==> config.mk <==
export PLATFORM = sky130hd
export DESIGN_NAME = ysyx_22041207_muldiv_ctrl
export DESIGN_NICKNAME = d
export VERILOG_FILES = /design/src/rtl/ysyx_22041207_muldiv_pkg.sv /design/src/rtl/ysyx_22041207_muldiv_prep.sv /design/src/rtl/ysyx_22041207_muldiv_ctrl.sv
export SDC_FILE = /design/constraint.sdc
export NUM_CORES = 1
export LEC_CHECK = 0
export ABC_AREA = 1
export BUFFER_PORTS_ARGS = -buffer_cell sky130_fd_sc_hd__buf_2
export CAP_MARGIN = 5
export CORE_ASPECT_RATIO = 0.6
export CORE_MARGIN = 2
export CORE_UTILIZATION = 56
export DETAILED_ROUTE_END_ITERATION = 12
export PLACE_DENSITY = 0.81
export SLEW_MARGIN = 40
export SYNTH_ARGS = -nofsm -noshare
export SYNTH_HDL_FRONTEND = slang
export SYNTH_SLANG_ARGS = --single-unit
==> constraint.sdc <==
create_clock -name clk -period 4.5 [get_ports clk]
set_input_delay 0.9 -clock clk [delete_from_list [all_inputs] [get_ports clk]]
set_output_delay 0.9 -clock clk [all_outputs]
set_load 0.02 [all_outputs]
==> src/rtl/ysyx_22041207_muldiv_pkg.sv <==
// Shared definitions for the mul/div front-end controller: op codes,
// controller state encoding and the 32-bit result widening helper.
package ysyx_22041207_muldiv_pkg;

   localparam logic [2:0] OP_MUL  = 3'd0;
   localparam logic [2:0] OP_DIV  = 3'd1;
   localparam logic [2:0] OP_DIVU = 3'd2;
   localparam logic [2:0] OP_REM  = 3'd3;
   localparam logic [2:0] OP_REMU = 3'd4;

   // Most-negative values of the two operand widths, as seen after preparation.
   localparam logic [63:0] MIN_W = 64'hFFFF_FFFF_8000_0000;
   localparam logic [63:0] MIN_D = 64'h8000_0000_0000_0000;

   typedef enum logic [2:0] {
      S_IDLE      = 3'd0,
      S_MUL_ISSUE = 3'd1,
      S_MUL_WAIT  = 3'd2,
      S_DIV_ISSUE = 3'd3,
      S_DIV_WAIT  = 3'd4,
      S_RESP      = 3'd5
   } state_t;

   // Word-mode results are always the sign-extended low 32 bits.
   function automatic logic [63:0] word_ext(input logic i_word, input logic [63:0] i_x);
      return i_word ? {{32{i_x[31]}}, i_x[31:0]} : i_x;
   endfunction

endpackage

==> src/rtl/ysyx_22041207_muldiv_prep.sv <==
// Operand preparation and divider-free shortcut detection (pure combinational).
module ysyx_22041207_muldiv_prep
   import ysyx_22041207_muldiv_pkg::*;
(
   input  logic [2:0]  i_op,
   input  logic        i_word,
   input  logic [63:0] i_a,
   input  logic [63:0] i_b,
   output logic [63:0] o_a,
   output logic [63:0] o_b,
   output logic        o_sign,
   output logic        o_rem,
   output logic        o_is_mul,
   output logic        o_is_div,
   output logic        o_illegal,
   output logic        o_short,
   output logic [63:0] o_short_data
);

   logic        w_zero;
   logic        w_ovf;
   logic [63:0] w_min;

   assign o_is_mul  = (i_op == OP_MUL);
   assign o_is_div  = (i_op == OP_DIV) || (i_op == OP_DIVU) ||
                      (i_op == OP_REM) || (i_op == OP_REMU);
   assign o_illegal = !o_is_mul && !o_is_div;
   assign o_sign    = (i_op == OP_DIV) || (i_op == OP_REM);
   assign o_rem     = (i_op == OP_REM) || (i_op == OP_REMU);

   // Word mode: signed divides sign-extend, everything else zero-extends.
   always_comb begin
      o_a = i_a;
      o_b = i_b;
      if (i_word) begin
         if (o_sign) begin
            o_a = {{32{i_a[31]}}, i_a[31:0]};
            o_b = {{32{i_b[31]}}, i_b[31:0]};
         end else begin
            o_a = {32'd0, i_a[31:0]};
            o_b = {32'd0, i_b[31:0]};
         end
      end
   end

   // Divide-by-zero takes priority over signed overflow.
   assign w_min   = i_word ? MIN_W : MIN_D;
   assign w_zero  = (o_b == 64'd0);
   assign w_ovf   = o_sign && (o_a == w_min) && (&o_b);
   assign o_short = o_is_div && (w_zero || w_ovf);
   assign o_short_data = word_ext(i_word,
                                  w_zero ? (o_rem ? o_a : {64{1'b1}})
                                         : (o_rem ? 64'd0 : o_a));

endmodule

==> src/rtl/ysyx_22041207_muldiv_ctrl.sv <==
// Mul/div front-end controller: accepts one request at a time, steers it to the
// multiplier or divider (or answers directly from shortcuts / a one-entry
// divider result cache) and returns a single-cycle response strobe.
//
// Handshakes: a transfer happens on a rising edge where valid and ready are both
// high; valid, once raised, stays high with stable payload until that edge
// (unless flush aborts the operation), and ready may change freely.
module ysyx_22041207_muldiv_ctrl
   import ysyx_22041207_muldiv_pkg::*;
(
   input  logic        clk,
   input  logic        rst,
   input  logic        req_valid,
   output logic        req_ready,
   input  logic [2:0]  req_op,
   input  logic        req_word,
   input  logic [63:0] req_a,
   input  logic [63:0] req_b,
   input  logic        flush,
   output logic        resp_valid,
   output logic [63:0] resp_data,
   output logic        busy,
   output logic [63:0] unit_a,
   output logic [63:0] unit_b,
   output logic        mul_valid,
   input  logic        mul_ready,
   input  logic        mul_out_valid,
   input  logic [63:0] mul_res,
   output logic        mul_flush,
   output logic        div_valid,
   output logic        div_sign,
   input  logic        div_ready,
   input  logic        div_out_valid,
   input  logic [63:0] div_q,
   input  logic [63:0] div_r,
   output logic        div_flush,
   output state_t      o_dbg_state
);

   state_t      r_state;
   state_t      w_next;

   logic [63:0] w_a, w_b, w_short_data, w_hit_data;
   logic        w_sign, w_rem, w_is_mul, w_is_div, w_illegal, w_short;
   logic        w_accept, w_hit, w_mul_done, w_div_done;

   logic [63:0] r_a, r_b, r_resp_data;
   logic        r_sign, r_word, r_rem;

   logic        r_c_valid, r_c_sign, r_c_word;
   logic [63:0] r_c_a, r_c_b, r_c_q, r_c_r;

   ysyx_22041207_muldiv_prep u_prep (
      .i_op         (req_op),
      .i_word       (req_word),
      .i_a          (req_a),
      .i_b          (req_b),
      .o_a          (w_a),
      .o_b          (w_b),
      .o_sign       (w_sign),
      .o_rem        (w_rem),
      .o_is_mul     (w_is_mul),
      .o_is_div     (w_is_div),
      .o_illegal    (w_illegal),
      .o_short      (w_short),
      .o_short_data (w_short_data)
   );

   // rst is folded in so nothing is accepted while reset is held.
   assign req_ready  = rst && !flush && (r_state == S_IDLE);
   assign w_accept   = req_valid && req_ready;
   assign w_hit      = r_c_valid && (r_c_a == w_a) && (r_c_b == w_b) &&
                       (r_c_sign == w_sign) && (r_c_word == req_word);
   assign w_hit_data = word_ext(req_word, w_rem ? r_c_r : r_c_q);
   assign w_mul_done = (r_state == S_MUL_WAIT) && mul_out_valid && !flush;
   assign w_div_done = (r_state == S_DIV_WAIT) && div_out_valid && !flush;

   assign busy        = (r_state != S_IDLE);
   assign unit_a      = r_a;
   assign unit_b      = r_b;
   assign div_sign    = r_sign;
   assign resp_data   = r_resp_data;
   assign o_dbg_state = r_state;

   // State register.
   always_ff @(posedge clk or negedge rst) begin
      if (!rst) r_state <= S_IDLE;
      else      r_state <= w_next;
   end

   // Next-state and handshake outputs; flush aborts any in-flight operation.
   always_comb begin
      w_next     = r_state;
      mul_valid  = 1'b0;
      div_valid  = 1'b0;
      mul_flush  = 1'b0;
      div_flush  = 1'b0;
      resp_valid = 1'b0;
      case (r_state)
         S_IDLE: begin
            if (w_accept) begin
               if (w_illegal)               w_next = S_RESP;
               else if (w_is_mul)           w_next = S_MUL_ISSUE;
               else if (w_short || w_hit)   w_next = S_RESP;
               else                         w_next = S_DIV_ISSUE;
            end
         end
         S_MUL_ISSUE: begin
            if (flush) begin
               w_next    = S_IDLE;
               mul_flush = 1'b1;
            end else begin
               mul_valid = 1'b1;
               if (mul_ready) w_next = S_MUL_WAIT;
            end
         end
         S_MUL_WAIT: begin
            if (flush) begin
               w_next    = S_IDLE;
               mul_flush = 1'b1;
            end else if (mul_out_valid) begin
               w_next = S_RESP;
            end
         end
         S_DIV_ISSUE: begin
            if (flush) begin
               w_next    = S_IDLE;
               div_flush = 1'b1;
            end else begin
               div_valid = 1'b1;
               if (div_ready) w_next = S_DIV_WAIT;
            end
         end
         S_DIV_WAIT: begin
            if (flush) begin
               w_next    = S_IDLE;
               div_flush = 1'b1;
            end else if (div_out_valid) begin
               w_next = S_RESP;
            end
         end
         S_RESP: begin
            w_next     = S_IDLE;
            resp_valid = !flush;
         end
         default: w_next = S_IDLE;
      endcase
   end

   // Operand latch and response register; resp_data only changes on entry to RESP.
   always_ff @(posedge clk or negedge rst) begin
      if (!rst) begin
         r_a         <= 64'd0;
         r_b         <= 64'd0;
         r_sign      <= 1'b0;
         r_word      <= 1'b0;
         r_rem       <= 1'b0;
         r_resp_data <= 64'd0;
      end else begin
         if (w_accept) begin
            r_a    <= w_a;
            r_b    <= w_b;
            r_sign <= w_sign;
            r_word <= req_word;
            r_rem  <= w_rem;
            if (w_illegal)                r_resp_data <= 64'd0;
            else if (w_is_div && w_short) r_resp_data <= w_short_data;
            else if (w_is_div && w_hit)   r_resp_data <= w_hit_data;
         end
         if (w_mul_done) r_resp_data <= word_ext(r_word, mul_res);
         if (w_div_done) r_resp_data <= word_ext(r_word, r_rem ? div_r : div_q);
      end
   end

   // One-entry divider result cache, refreshed on every unflushed completion.
   always_ff @(posedge clk or negedge rst) begin
      if (!rst) begin
         r_c_valid <= 1'b0;
         r_c_sign  <= 1'b0;
         r_c_word  <= 1'b0;
         r_c_a     <= 64'd0;
         r_c_b     <= 64'd0;
         r_c_q     <= 64'd0;
         r_c_r     <= 64'd0;
      end else if (w_div_done) begin
         r_c_valid <= 1'b1;
         r_c_sign  <= r_sign;
         r_c_word  <= r_word;
         r_c_a     <= r_a;
         r_c_b     <= r_b;
         r_c_q     <= div_q;
         r_c_r     <= div_r;
      end
   end

endmodule

==> results.yml <==
layout:
  area_growth_pct: 17.56
  fin_util: 0.6645
  drive_gt1_frac: 0.1593
  nets: 4614
  final_common_cell: "nand2_1"
  final_cell_mix: "nand2_1, buf_2, dfrtp_1, nand3_1, o21ai_0"
grt:
  grt_max_degree: 230
  grt_pass1_vias: 24904
  grt_pass1_wl_microns: 139500
  grt_use_met1: 0.5247
  grt_use_met2: 0.5535
  met3_usage: 0.06262
  track_usage: 0.3693
  antenna_found_initial: 18
  overflow: 0
  grt-busiest-layer: "met2"
sta:
  slew-limit-headroom: 0.4113
  skew_ns: 0.02286
  rsz0062_at_grt: "no"
  finalSetupTns_ns: 0
  post-route-period-util: 0.8299
  fmax_mhz: 267.8
  hold_viol_final: 0
  slew_viol_final: 0
  setup_viol: 0
  fin_ws_ns: 0.7653
  worst_pin_slew_ns: 0.8830
  min_period_ns: 3.735
setup_path:
  cp_cell_sequence: "buf_2 > inv_2 > buf_12 > nand2_1 > nand2_1 > nand2_1 > nor2_1 > nand2_1 > nor2_1 > nand2_1 > nor2_1 > nand2_1 > nor2_1 > nand3_1 > nand2_1 > nand2_2 > nand2_4 > buf_12 > nand2_1 > nand2_1"
  start_kind: "input pin"
  path_common_cell: "nand2_1"
  crit_required_ns: 5.01
  rrSetupSlack_ns: 1.46
  max_stage_delay_ns: 0.39
  r2r_end: "resp_data[13]"
  cp_max_fo: 49
  crit_slowest_cell: "inv_2"
  cp.arrival_ns: 4.25
  path_class: "input pin to flop"
  reg2reg_from: "r_c_b[29]"
  cp-end-kind: "flop"
  rr_worst_depth: 17
pwr:
  power_mw: 18.29
  ir_drop_uv: 297.2
  leakage_nw: 17.17
  p_per_area_nw_per_um2: 596.2
synthesis:
  ys_ff_latch: 457
  synthDistinctLibCells: 30
  yosysTopAreaCell: "dfrtp_1"
  synth_top_area_share: 0.4381
  yosys_warnings: 0
  synth_nets: 4230
  avgSynthCellArea_sq_um: 6.696
  synthTopCellsByArea: "dfrtp_1, nand2_1, nand3_1"
  syn_inst: 3898
  synthesis.area_sq_um: 26100
  ys_seq_area_frac: 0.4381
clock_network:
  post_cts.repair.setup_buffers: 0
  root_buffer: "clkbuf_16"
  cts_resized: 0
  clkTransAtPathRegs_ns: 0.07
  cts_hold_buf: 0
  clk_latency_ns: 0.58
  cts_tree: "done"
  cts_made_buffers: 45
  cts_max_level: 2
  ctsLongestPathBuffers: 3
  cts.sinks: 457
placement:
  dpl.hpwl_microns: 62820
  gp_congestion: 0.9777
  pre_cts_slack_ns: 0.2941
  port_buffers: 534
floorplan:
  ios: 535
  start_util: 0.5653
  die_area_sq_um: 48410
  num_rows: 61
  core-area_sq_um: 46180
  die_h_microns: 171.2
  die_w_microns: 282.7
route:
  final_antenna_net_count: 0
  drc: 0
  drt_iter0_markers: 3428
  vias_per_cell: 5.600
  wl_per_cell_microns: 18.42
  vias: 27789
  routed_wl_microns: 91390
  first_pass_iters: 6
status:
  status: "finished, final reports clean"
min_path:
  hold_class: "input pin to asynchronous set/reset pin"
run:
  cap_violations: 0
layer usage:
layer	share of wire	vias to the layer above
met5	0.00012	-
met2	0.44	1631
li1	-	13072
met4	0.053	2
met1	0.41	12786
met3	0.099	298
critical path, delay by kind of cell:
family / cells / cell delay, ns
buffers and inverters: 4 / 1.11
AND/OR/NAND/NOR: 16 / 2.16
kinds of logic (layout without fill, tap and decap cells):
family / Yosys count / in the layout / synth area share
DFF: 457 / 457 / 0.4381
buffers and inverters: 522 / 937 / 0.08154
xor gates and xnor gates: 11 / 11 / 0.003691
muxes: 32 / 32 / 0.01227
AOI/OAI and AO/OA: 499 / 499 / 0.09884
and+or+nand+nor: 2377 / 2377 / 0.3655
other: 0 / 19 / 0
sequential cells by signal (all words and copies together), names as in the netlist:
name and count:
r_c_word 1, r_c_q 64, r_c_b 64, unit_a 64
unit_b 64, r_word 1, o_dbg_state 3, div_sign 1
r_c_r 64, r_c_sign 1, resp_data 64, r_c_valid 1
r_rem 1, r_c_a 64
area by class of cell:
class / count / area, sq um
antenna: 19 / 47.55
clock buffer: 69 / 1369
clock inverter: 9 / 137.6
fill: 4147 / 15490
inverter: 282 / 1075
multi-input combinational: 2919 / 12600
sequential: 457 / 11440
tap: 630 / 788.3
timing repair buffer: 577 / 3228
worst max-delay path by stage:
stage / from / to / slack [ns] / cells after the start
final: req_word / resp_data[13] / 0.77 / 20
after global routing: req_word / resp_data[11] / 0.55 / 20
after CTS: req_word / resp_data[1] / 0.88 / 20
after detailed placement: req_word / resp_data[13] / 0.29 / 20
after global placement: req_word / resp_data[15] / 0.35 / 20
after floorplan: req_word / resp_data[33] / 1.71 / 18
synthesized netlist by cell type, drive strengths merged:
cell and instances:
buf 65, nand4 23, clkbuf 175, mux2i 32, xnor2 4, o21ai 351, or2 14, o211ai 1
a211oi 31, xor2 7, inv 280, dfrtp 457, nor4 1, a21oi 114, o22ai 2, nand3 348
nand3b 13, nor2 196, clkinv 2, nor3 7, nand2 1775
report_power, final:
group	switching, mW	internal [mW]
clock network	1.68	2.27
registers	1.33	6.01
logic	4.64	2.35
per-stage QoR:
| step | hold slack, ns | cells | instance area [sq um] |
|---|---|---|---|
| detailed placement | 0.4473 | 4862 | 29050 |
| global placement | 0.4333 | 4861 | 29010 |
| global route | 0.3311 | 4957 | 30670 |
| CTS | 0.3127 | 4940 | 30560 |
| floorplan | 0.4229 | 3898 | 26100 |
| finish | 0.3072 | 4962 | 30690 |
Note: power is estimated with default switching activity, not from simulation.
